### config.mk
export PLATFORM = sky130hd
export DESIGN_NAME = regfile_mp
export DESIGN_NICKNAME = d
export VERILOG_FILES = /design/src/rtl/regfile_mp.sv
export SDC_FILE = /design/constraint.sdc
export NUM_CORES = 1
export LEC_CHECK = 0
export CORE_MARGIN = 2
export CORE_UTILIZATION = 57
export CTS_CLUSTER_SIZE = 8
export DETAILED_ROUTE_END_ITERATION = 8
export PLACE_DENSITY = 0.74
export SLEW_MARGIN = 25
export SYNTH_ARGS = -nofsm -noshare
export SYNTH_HDL_FRONTEND = slang
export SYNTH_SLANG_ARGS = --single-unit
export TNS_END_PERCENT = 20
### constraint.sdc
create_clock -name clk -period 3.1 [get_ports clk]
set_input_delay 0.775 -clock clk [delete_from_list [all_inputs] [get_ports clk]]
set_output_delay 0.775 -clock clk [all_outputs]
set_load 0.03 [all_outputs]
### src/rtl/regfile_mp.sv
// Multi-port register file: two registered write-first read ports, one write port,
// and a DEPTH-cycle clear sweep started by reset or clr_req.
module regfile_mp #(
    parameter int WIDTH    = 16,
    parameter int ADDR_W   = 5,
    parameter bit ZERO_REG = 1'b1
) (
    input  logic              clk,
    input  logic              rst,
    input  logic [ADDR_W-1:0] Ra,
    input  logic [ADDR_W-1:0] Rb,
    input  logic [ADDR_W-1:0] Rw,
    input  logic              WrEn,
    input  logic [WIDTH-1:0]  busW,
    input  logic              clr_req,
    output logic [WIDTH-1:0]  busA,
    output logic [WIDTH-1:0]  busB,
    output logic              busy
);
    localparam int DEPTH = 2 ** ADDR_W;

    typedef enum logic {IDLE = 1'b0, CLEAR = 1'b1} state_t;

    state_t            state_q, state_d;
    logic [ADDR_W-1:0] ptr_q, ptr_d;
    logic [WIDTH-1:0]  busA_q, busA_d;
    logic [WIDTH-1:0]  busB_q, busB_d;
    logic              busy_q, busy_d;

    logic [WIDTH-1:0]  mem_q [DEPTH];
    logic              mem_we;
    logic [ADDR_W-1:0] mem_waddr;
    logic [WIDTH-1:0]  mem_wdata;

    always_comb begin
        state_d   = state_q;
        ptr_d     = ptr_q;
        busA_d    = busA_q;
        busB_d    = busB_q;
        busy_d    = busy_q;
        mem_we    = 1'b0;
        mem_waddr = Rw;
        mem_wdata = busW;
        case (state_q)
            IDLE: begin
                // Zero register wins over the bypass; bypass wins over storage.
                if (ZERO_REG && Ra == '0)      busA_d = '0;
                else if (WrEn && Rw == Ra)     busA_d = busW;
                else                           busA_d = mem_q[Ra];
                if (ZERO_REG && Rb == '0)      busB_d = '0;
                else if (WrEn && Rw == Rb)     busB_d = busW;
                else                           busB_d = mem_q[Rb];
                if (clr_req) begin
                    state_d = CLEAR;
                    ptr_d   = '0;
                    busy_d  = 1'b1;
                end else if (WrEn && !(ZERO_REG && Rw == '0)) begin
                    mem_we = 1'b1;
                end
            end
            CLEAR: begin
                busA_d    = '0;
                busB_d    = '0;
                mem_we    = 1'b1;
                mem_waddr = ptr_q;
                mem_wdata = '0;
                ptr_d     = ptr_q + 1'b1;
                if (ptr_q == ADDR_W'(DEPTH - 1)) begin
                    state_d = IDLE;
                    busy_d  = 1'b0;
                end
            end
            default: begin
                state_d = CLEAR;
                ptr_d   = '0;
                busy_d  = 1'b1;
            end
        endcase
    end

    always_ff @(posedge clk or posedge rst) begin
        if (rst) begin
            state_q <= CLEAR;
            ptr_q   <= '0;
            busA_q  <= '0;
            busB_q  <= '0;
            busy_q  <= 1'b1;
        end else begin
            state_q <= state_d;
            ptr_q   <= ptr_d;
            busA_q  <= busA_d;
            busB_q  <= busB_d;
            busy_q  <= busy_d;
        end
    end

    // Storage has no reset; the sweep is the only clearing path.
    always_ff @(posedge clk) begin
        if (mem_we) mem_q[mem_waddr] <= mem_wdata;
    end

    assign busA = busA_q;
    assign busB = busB_q;
    assign busy = busy_q;
endmodule

==> impl_metrics.xml <==
<?xml version="1.0" encoding="UTF-8"?>
<metrics>
  <group name="run_status">
    <metric name="run_status" unit="">finished clean</metric>
  </group>
  <group name="worst_hold_path">
    <metric name="timing.hold.worst.start" unit="">busy$_DFFE_PP1P_</metric>
    <metric name="tightest_hold_check_type" unit="">reg -&gt; reg</metric>
  </group>
  <group name="place">
    <metric name="cell_count_post_placement" unit="">2261</metric>
    <metric name="place_congestion" unit="">0.944</metric>
    <metric name="dp_slack" unit="ns">-0.0997</metric>
    <metric name="port_buffers" unit="">67</metric>
    <metric name="post-dp-hpwl" unit="um">50200</metric>
  </group>
  <group name="yosys">
    <metric name="synth_cell_types" unit="">47</metric>
    <metric name="synthFlopType" unit="">sky130_fd_sc_hd__edfxtp_1</metric>
    <metric name="syn_inst" unit="">1559</metric>
    <metric name="yosysSeqAreaShare" unit="%">62.8</metric>
    <metric name="synthesis.area_per_instance" unit="um^2">16.7</metric>
    <metric name="synth_enable_flop_cells" unit="">512</metric>
    <metric name="yosys_register_bits" unit="">551</metric>
    <metric name="mappedNetlistArea" unit="um^2">26000</metric>
    <metric name="synth_fp_nets" unit="">1596</metric>
    <metric name="async_reset_ff_share" unit="%">7.08</metric>
    <metric name="synth_warnings" unit="">0</metric>
  </group>
  <group name="timing">
    <metric name="grt_setup_unrepaired" unit="">false</metric>
    <metric name="hold_viol" unit="">0</metric>
    <metric name="period_share" unit="%">84.7</metric>
    <metric name="final-max-slew-violation-count" unit="">0</metric>
    <metric name="slew_at_the_pin_closest_to_its_max_slew_limit" unit="ns">0.623</metric>
    <metric name="period_needed" unit="ns">2.63</metric>
    <metric name="setup_ws" unit="ns">0.474</metric>
    <metric name="fin_skew" unit="ns">0.0191</metric>
    <metric name="slew_headroom" unit="%">58.0</metric>
    <metric name="timing.setup.tns" unit="ns">0</metric>
    <metric name="finalSetupViolCount" unit="">0</metric>
    <metric name="achievable-frequency" unit="GHz">0.381</metric>
  </group>
  <group name="clock_tree">
    <metric name="cts.repair.resized" unit="">0</metric>
    <metric name="cts.htree.levels" unit="">3</metric>
    <metric name="clk-insertion-delay-late" unit="ns">0.61</metric>
    <metric name="clk_slew_on_worst_s_h_paths" unit="ns">0.05</metric>
    <metric name="clockBufferDepth" unit="">3</metric>
    <metric name="clkSinkCount" unit="">551</metric>
    <metric name="cts.hold.buffers_added" unit="">0</metric>
    <metric name="cts_made_buffers" unit="">78</metric>
    <metric name="postCtsSetupBuffers" unit="">0</metric>
    <metric name="cts_tree" unit="">yes</metric>
    <metric name="cts-root-buf" unit="">sky130_fd_sc_hd__clkbuf_16</metric>
  </group>
  <group name="pwr">
    <metric name="power_density" unit="nW/um^2">702</metric>
    <metric name="total_power" unit="W">0.0215</metric>
    <metric name="peakVddDrop" unit="mV">0.625</metric>
    <metric name="static-leakage-power" unit="nW">11.0</metric>
  </group>
  <group name="die">
    <metric name="initial_utilization" unit="%">57.6</metric>
    <metric name="die_boundary_width" unit="um">218</metric>
    <metric name="rows" unit="">78</metric>
    <metric name="placeableCoreArea" unit="um^2">45200</metric>
    <metric name="num_io_pins" unit="">68</metric>
    <metric name="fp.dieArea" unit="um^2">47400</metric>
    <metric name="vert_die_dim" unit="um">218</metric>
  </group>
  <group name="layout">
    <metric name="final_util" unit="%">67.9</metric>
    <metric name="drive_gt1_share" unit="%">25.3</metric>
    <metric name="syn_to_final_growth" unit="%">17.8</metric>
    <metric name="finalNetCount" unit="">1778</metric>
    <metric name="final_cells" unit="">2387</metric>
  </group>
  <group name="global_route">
    <metric name="grt_busiest_layer" unit="">met2</metric>
    <metric name="wire_length_of_the_first_global_routing_pass" unit="um">109000</metric>
    <metric name="globalRouteMet1Util" unit="%">44.7</metric>
    <metric name="grt_util_all_layers" unit="%">32.1</metric>
    <metric name="grt.met2_usage" unit="%">48.9</metric>
    <metric name="grtUsageMet3" unit="%">7.13</metric>
    <metric name="largest_net_degree_at_the_start_of_global_routing" unit="">66</metric>
    <metric name="antenna_found_initial" unit="">4</metric>
    <metric name="grt-ovfl-total" unit="">0</metric>
    <metric name="grt_pass1_vias" unit="">16300</metric>
  </group>
  <group name="route">
    <metric name="first_iter_violations" unit="">2218</metric>
    <metric name="drc_errors" unit="">0</metric>
    <metric name="vias" unit="">16200</metric>
    <metric name="route.antenna.remaining_nets" unit="">0</metric>
    <metric name="1st_pass_router_iterations" unit="">6</metric>
    <metric name="route.detailed.vias_per_inst" unit="">6.80</metric>
    <metric name="drt-wirelength-per-cell" unit="um">31.2</metric>
    <metric name="totalWireLength" unit="um">74600</metric>
  </group>
  <group name="critical_path">
    <metric name="critPathMaxFanout" unit="">16</metric>
    <metric name="r2r_start" unit="">state_q$_DFF_PP1_</metric>
    <metric name="critical_path_startpoint" unit="">Rw[0]</metric>
    <metric name="start_kind" unit="">primary input</metric>
    <metric name="setup.worst_path.end_class" unit="">flip-flop</metric>
    <metric name="critical_path_arrival" unit="ns">2.91</metric>
    <metric name="required_time_of_the_critical_path" unit="ns">3.38</metric>
    <metric name="crit_type" unit="">in -&gt; reg</metric>
  </group>
  <group name="flow_run">
    <metric name="drv_cap" unit="">0</metric>
  </group>
</metrics>
==> metal layers <==
layer | vias up | part of all wire, %
met4 | 2 | 4.6
met3 | 140 | 11
met5 | - | 0.017
li1 | 6791 | -
met1 | 8264 | 38
met2 | 1046 | 46
==> cells in the final DEF (no fill, tap or decap), types with 8 or more instances in the layout <==
cell and instances:
sky130_fd_sc_hd__xor2_1 9, sky130_fd_sc_hd__a41oi_1 16, sky130_fd_sc_hd__mux2i_1 245, sky130_fd_sc_hd__clkbuf_1 41, sky130_fd_sc_hd__mux4_2 158, sky130_fd_sc_hd__a21oi_1 32
sky130_fd_sc_hd__buf_4 122, sky130_fd_sc_hd__o21ai_0 52, sky130_fd_sc_hd__dfrtp_1 37, sky130_fd_sc_hd__o221a_2 8, sky130_fd_sc_hd__buf_12 41, sky130_fd_sc_hd__nand3_1 37
sky130_fd_sc_hd__a211o_1 32, sky130_fd_sc_hd__nand2b_1 8, sky130_fd_sc_hd__o22ai_1 66, sky130_fd_sc_hd__nor2_1 32, sky130_fd_sc_hd__nand2_1 69, sky130_fd_sc_hd__and3_1 16
sky130_fd_sc_hd__nor2b_2 16, sky130_fd_sc_hd__edfxtp_1 512, sky130_fd_sc_hd__a22oi_1 31, sky130_fd_sc_hd__nor2_2 8, sky130_fd_sc_hd__clkdlybuf4s50_1 61, sky130_fd_sc_hd__clkbuf_16 81
==> cell type report <==
class,count,area (um^2)
timing repair buffer,227,2380
antenna,1,2.50
tap,600,751
sequential,551,16400
multi-input combinational,879,8950
clock inverter,3,41.3
clock buffer,122,2180
inverter,4,15.0
fill,2929,14500
==> critical path: stages <==
cell and delay [ns]:
sky130_fd_sc_hd__clkdlybuf4s50_1 0.45, sky130_fd_sc_hd__buf_4 0.20, sky130_fd_sc_hd__nor4_1 0.08, sky130_fd_sc_hd__or4b_1 0.46, sky130_fd_sc_hd__mux2i_1 0.20, sky130_fd_sc_hd__nand2_1 0.13, sky130_fd_sc_hd__buf_4 0.20, sky130_fd_sc_hd__nor2_1 0.11
sky130_fd_sc_hd__buf_4 0.28
==> path summary, 6_finish.rpt <==
check,to,slack [ns],cells past startpoint
min in group asynchronous,busA[5]$_DFF_PP0_,0.53,2
hold reg to reg,busy$_DFFE_PP1P_,0.50,2
max in group asynchronous,busy$_DFFE_PP1P_,1.91,3
setup reg to reg,mem_q[3][12]$_DFFE_PP_,0.81,4
hold / removal,busy$_DFFE_PP1P_,0.50,2
setup / recovery,mem_q[28][3]$_DFFE_PP_,0.47,9
==> synthesized netlist by cell type (all sizes together), types with 31 or more instances <==
cell    number  area share, %
mux4       158             14
dfrtp       37            3.6
a211o       32            1.1
a22oi       31           0.89
buf         88            2.5
clkbuf      37           0.54
o21ai       53            1.0
nand2       69           0.99
a21oi       32           0.62
o22ai       66            1.6
nand3       37           0.71
mux2i      245            9.4
edfxtp     512             59
nor2        40           0.60
==> flip-flops by register name (all words and copies together), names as in the netlist <==
signal   count
busA        16
busB        16
busy         1
mem_q      512
ptr_q        5
state_q      1
==> stage by stage <==
step	area [um^2]	hold slack (ns)
global placement	28400	0.480
CTS	30700	0.505
floorplan	26000	0.512
detailed placement	28400	0.496
finish	30700	0.502
global route	30700	0.525
==> report_power, final <==
group | internal, W | total (W) | leakage (nW) | switching [W]
combinational | 0.00158 | 0.00397 | 4.70 | 0.00239
clock | 0.00477 | 0.00779 | 1.06 | 0.00302
sequential | 0.00932 | 0.00977 | 5.29 | 0.000450
==> logic make-up after synthesis <==
group | after synthesis | synth area share (%)
simple gates | 205 | 3.77
xor+xnor | 12 | 0.404
flops | 551 | 62.8
mux | 407 | 23.3
buf+inv | 129 | 3.05
fa+ha+maj | 2 | 0.0961
compound gates | 253 | 6.62
No activity file was read; power rests on OpenSTA's default activity.
